[config.mk]
export PLATFORM = sky130hd
export DESIGN_NAME = alu_issue_seq
export DESIGN_NICKNAME = d
export VERILOG_FILES = /design/src/rtl/alu_issue_seq_pkg.sv /design/src/rtl/alu_issue_seq.sv
export SDC_FILE = /design/constraint.sdc
export NUM_CORES = 1
export LEC_CHECK = 0
export ABC_AREA = 1
export CAP_MARGIN = 20
export CORE_AREA = 2 2 178 180
export DETAILED_ROUTE_END_ITERATION = 12
export DIE_AREA = 0 0 180 182
export DONT_BUFFER_PORTS = 1
export REMOVE_ABC_BUFFERS = 1
export SYNTH_ARGS = -nofsm -noshare
export SYNTH_HDL_FRONTEND = slang
export SYNTH_SLANG_ARGS = --single-unit
[constraint.sdc]
create_clock -name clk -period 1.48 [get_ports clk]
set_input_delay 0.296 -clock clk [delete_from_list [all_inputs] [get_ports clk]]
set_output_delay 0.296 -clock clk [all_outputs]
set_load 0.02 [all_outputs]
[src/rtl/alu_issue_seq_pkg.sv]
// Shared Gambit types for the ALU issue path: opcodes, data/instruction types,
// exception codes and the issue-sequencer state enum.
package alu_issue_seq_pkg;

  localparam int OP_W = 6;
  localparam int DATA_W = 52;

  typedef logic [OP_W-1:0]   Instruction;
  typedef logic [DATA_W-1:0] Data;

  localparam Instruction ADD_3R  = 6'h01;
  localparam Instruction SUB_3R  = 6'h02;
  localparam Instruction AND_3R  = 6'h03;
  localparam Instruction OR_3R   = 6'h04;
  localparam Instruction XOR_3R  = 6'h05;
  localparam Instruction ADDI_2R = 6'h06;
  localparam Instruction DIV_3R  = 6'h07;

  localparam logic [7:0] FLT_NONE     = 8'h00;
  localparam logic [7:0] FLT_DIVZ     = 8'h21;
  localparam logic [7:0] FLT_OVF      = 8'h22;
  localparam logic [7:0] TMO_EXC_DFLT = 8'h3F;

  typedef enum logic [1:0] {IDLE, LOAD, WAIT, RESULT} AluSeqState;

endpackage

[src/rtl/alu_issue_seq.sv]
// Issue sequencer in front of the integer ALU: latch one instruction, strobe the ALU,
// wait for divides, then hold the tagged result until writeback acks. ALU_DIV_WATCHDOG_EN adds a divide timeout.
module alu_issue_seq
  import alu_issue_seq_pkg::*;
#(
  parameter int         WID     = 52,
  parameter int         TAGW    = 5,
  parameter int         TMO     = 127,
  parameter logic [7:0] TMO_EXC = TMO_EXC_DFLT
) (
  input  logic            clk,
  input  logic            rst,
  input  logic            in_valid,
  output logic            in_ready,
  input  logic [OP_W-1:0] in_op,
  input  logic [WID-1:0]  in_a,
  input  logic [WID-1:0]  in_b,
  input  logic [WID-1:0]  in_imm,
  input  logic            in_big,
  input  logic [TAGW-1:0] in_tag,
  output logic            alu_ld,
  output logic [OP_W-1:0] alu_op,
  output logic [WID-1:0]  alu_a,
  output logic [WID-1:0]  alu_b,
  output logic [WID-1:0]  alu_imm,
  output logic            alu_big,
  input  logic [WID-1:0]  alu_o,
  input  logic            alu_done,
  input  logic [7:0]      alu_exc,
  output logic            res_valid,
  input  logic            res_ack,
  output logic [TAGW-1:0] res_tag,
  output logic [WID-1:0]  res_o,
  output logic [7:0]      res_exc
);

  AluSeqState      state_q, state_d;
  logic [OP_W-1:0] op_q, op_d;
  logic [WID-1:0]  a_q, a_d, b_q, b_d, imm_q, imm_d, res_q, res_d;
  logic            big_q, big_d;
  logic [TAGW-1:0] tag_q, tag_d;
  logic [7:0]      exc_q, exc_d;
`ifdef ALU_DIV_WATCHDOG_EN
  logic [7:0]      cnt_q, cnt_d;
`endif

  always_comb begin
    state_d  = state_q;
    op_d     = op_q;
    a_d      = a_q;
    b_d      = b_q;
    imm_d    = imm_q;
    big_d    = big_q;
    tag_d    = tag_q;
    res_d    = res_q;
    exc_d    = exc_q;
`ifdef ALU_DIV_WATCHDOG_EN
    cnt_d    = cnt_q;
`endif
    in_ready = (state_q == IDLE) || ((state_q == RESULT) && res_ack);

    case (state_q)
      LOAD: begin
        // alu_done here may be left over from the previous divide, so DIV never captures in LOAD.
        if (op_q != DIV_3R) begin
          res_d   = alu_o;
          exc_d   = alu_exc;
          state_d = RESULT;
        end else begin
          state_d = WAIT;
`ifdef ALU_DIV_WATCHDOG_EN
          cnt_d   = 8'd0;
`endif
        end
      end
      WAIT: begin
        if (alu_done) begin
          res_d   = alu_o;
          exc_d   = alu_exc;
          state_d = RESULT;
        end
`ifdef ALU_DIV_WATCHDOG_EN
        else if (cnt_q == 8'(TMO - 1)) begin
          res_d   = '0;
          exc_d   = TMO_EXC;
          state_d = RESULT;
        end else begin
          cnt_d   = cnt_q + 8'd1;
        end
`endif
      end
      RESULT: begin
        if (res_ack) state_d = IDLE;
      end
      default: ;
    endcase

    // An accept in RESULT overrides the return to IDLE so back-to-back issue has no bubble.
    if (in_valid && in_ready) begin
      op_d    = in_op;
      a_d     = in_a;
      b_d     = in_b;
      imm_d   = in_imm;
      big_d   = in_big;
      tag_d   = in_tag;
      state_d = LOAD;
    end
  end

  always_ff @(posedge clk) begin
    if (rst) begin
      state_q <= IDLE;
      op_q    <= '0;
      a_q     <= '0;
      b_q     <= '0;
      imm_q   <= '0;
      big_q   <= 1'b0;
      tag_q   <= '0;
      res_q   <= '0;
      exc_q   <= '0;
`ifdef ALU_DIV_WATCHDOG_EN
      cnt_q   <= '0;
`endif
    end else begin
      state_q <= state_d;
      op_q    <= op_d;
      a_q     <= a_d;
      b_q     <= b_d;
      imm_q   <= imm_d;
      big_q   <= big_d;
      tag_q   <= tag_d;
      res_q   <= res_d;
      exc_q   <= exc_d;
`ifdef ALU_DIV_WATCHDOG_EN
      cnt_q   <= cnt_d;
`endif
    end
  end

  assign alu_ld    = (state_q == LOAD);
  assign res_valid = (state_q == RESULT);
  assign alu_op    = op_q;
  assign alu_a     = a_q;
  assign alu_b     = b_q;
  assign alu_imm   = imm_q;
  assign alu_big   = big_q;
  assign res_tag   = tag_q;
  assign res_o     = res_q;
  assign res_exc   = exc_q;

endmodule
==> results of run 1 <==
-- routing by layer --
metal | vias to the layer above | share of wire | global-route usage
li1 | 4035 | - | -
met1 | 3869 | 0.34 | 0.163
met2 | 454 | 0.52 | 0.310
met3 | 56 | 0.12 | 0.0668
met4 | 0 | 0.026 | 0.0478
met5 | - | 0 | 0
-- worst paths after layout --
path               endpoint  startpoint  cells after the start
hold reg to reg   alu_op[5]   alu_op[5]                      2
setup / recovery   in_ready  state_q[0]                      4
setup reg to reg   alu_a[7]  state_q[0]                      8
hold / removal    res_o[48]   alu_o[48]                      4
-- Yosys cell counts, drive strengths merged --
cell / n
a21boi: 1
a21oi: 1
buf: 33
clkbuf: 46
clkinv: 1
dfxtp: 230
inv: 69
nand2: 71
nand3: 63
nor2: 465
o21ai: 168
-- where the power goes --
part,switching (mW),leakage (nW),internal [mW]
combinational,2.19,3.11,1.91
clock,2.53,0.401,3.75
sequential,2.01,1.91,7.23
-- through the flow --
step,total power [mW],instances
floorplan,11.2,1069
global placement,12.4,1525
detailed placement,12.5,1525
CTS,19.3,1784
global route,20.6,1794
finish,19.6,1794
-- cell usage in the layout, fill, tap and decap left out --
master | synthesis | final
clkbuf_1 | 35 | 8
clkbuf_8 | 0 | 6
o21ai_1 | 2 | 4
clkinv_2 | 0 | 2
inv_1 | 68 | 65
dfxtp_1 | 230 | 228
inv_6 | 0 | 2
dlygate4sd3_1 | 0 | 214
clkbuf_16 | 0 | 30
buf_8 | 0 | 10
bufinv_16 | 0 | 2
a21oi_1 | 1 | 1
inv_4 | 0 | 1
nand2_1 | 68 | 67
dfxtp_4 | 0 | 2
nor2_2 | 1 | 2
nor2_1 | 464 | 461
buf_16 | 0 | 3
o21ai_0 | 166 | 164
buf_6 | 0 | 5
nand2_4 | 1 | 3
a21boi_4 | 1 | 1
nand3_4 | 0 | 1
nor2_4 | 0 | 2
buf_4 | 3 | 28
nand2_2 | 2 | 1
nand3_1 | 62 | 62
buf_12 | 0 | 14
inv_2 | 1 | 3
-- cell families after synthesis --
group                  Yosys count  share of synthesized area
and+or+nand+nor                599                      0.278
DFF                            230                      0.546
AOI/OAI and AO/OA              170                      0.103
buffers and inverters          149                     0.0730
-- worst max-delay path, delay by kind of cell (launching register included) --
family | cells | cell delay (ns)
buf+inv | 2 | 0.21
flops | 1 | 0.36
simple gates | 2 | 0.13
-- flip-flops by register name (all words and copies together) (netlist names) --
signal,count
alu_a,52
alu_b,52
alu_imm,52
res_o,52
res_exc,8
alu_op,6
res_tag,5
state_q,2
alu_big,1
-- final cells by class --
type / count / share of cell area
Clock inverter: 5 / 0.00631
Multi-Input combinational cell: 769 / 0.260
Sequential cell: 230 / 0.369
Clock buffer: 39 / 0.0591
Timing Repair Buffer: 279 / 0.244
Inverter: 70 / 0.0216
Tap cell: 402 / 0.0402
-- repair_timing --
item,CTS,global route
gates resized for setup,13,31
gates cloned,0,5
endpoints found under the hold margin,215,0
endpoints found under the setup margin,6,204
setup buffers,1,5
hold buffers,214,0
pin swaps,27,84
==> impl_metrics.ini, run 1 <==
[sta]
setup_viol = 14
slew_headroom = 0.758
maxSlewViolCount = 0
rsz0062_at_grt = true
finalSetupTns_ns = -0.192
min_period_over_period = 1.03
setup_ws_ns = -0.0426
fin_hold_ws_ns = 0.0237
period_needed_ns = 1.52
max_freq_mhz = 657
hold_violations = 0
fin_skew_ns = 0.00926
tightest_slew_ns = 0.363

[place]
place.detailed.hpwl_microns = 18900
post-place-ws_ns = -0.0518
gp_congestion = 0.772
io_buffers = 0
post_dp_cell_area_sq_um = 9190

[cells_and_area]
drive_gt1_frac = 0.0848
fin_area_sq_um = 12500
fin_nets = 1608
syn2layout_area_growth_pct = 48.2
diodes = 0
nFillCells = 2974
multi_input_area_sq_um = 3250
seqCellArea_sq_um = 4610
utilization = 0.403

[grt]
grt_pass1_vias = 8303
grt_max_degree = 61
track_usage = 0.164
antenna_found_initial = 0
grt_first_pass_wirelength_microns = 44100
grt_overflow = 0

[status]
status = finished with violations
violations = setup timing

[synth]
synth_area_sq_um = 8430
ys_seq_area_frac = 0.546
yosysUniqueCellTypes = 20
avgSynthCellArea_sq_um = 7.34
ys_ff_latch = 230
yosysWarnings = 0
synthTopCellsByArea = dfxtp_1 (55%), nor2_1 (21%), o21ai_0 (9.9%)
syn_inst = 1148
yosysTopAreaCell = dfxtp_1
synth.top_cell.area_share = 0.546

[cts]
cts_root_buffer = clkbuf_16
cts_made_buffers = 25
tritoncts = built
clk_pin_slew_ns = 0.06
clock-sinks = 230
cts_buffer_depth = 3
cts_max_level = 1
clk_latency_ns = 0.53

[routing]
route.detailed.drc = 0
drt_iter0_markers = 460
ant_nets = 0
post_drt_wl_per_cell_microns = 16.5
wl_microns = 29600
num_vias = 8414
routed_via_density = 4.69
first_pass_iters = 7

[critical_path]
reg2reg_slack_ns = -0.03
worstSetupPathType = reg -> out
arrival_ns = 1.23
crit_chain = inv_4 -> nand2_4 -> nand2_4 -> buf_6
startpoint_type = flop
end_kind = primary output
slowest_delay_ns = 0.36
cp.required_ns = 1.18
worst_path_max_delay_cell = dfxtp_4
worstPathMaxFanout = 3
cpMostUsedCell = nand2_4

[floorplan]
die_y_microns = 182
die_w_microns = 180
rows = 65
core-area_sq_um = 31000
io_pins = 464
initial_utilization = 0.272
dieArea_sq_um = 32800

[min_path]
hold_class = in -> reg

[pwr]
vdd_drop_max_mv = 1.10
p_leak_nw = 5.41
power_density_nw_per_um2 = 1570

[job]
cap_violations = 0
No activity file was read; power rests on OpenSTA's default activity.
==> run 2, diff against run 1 <==
TNS_END_PERCENT = 100   (was unset)
==> results of run 2 <==
Same layout as run 1: the final DEF is identical, and so are final timing and power.
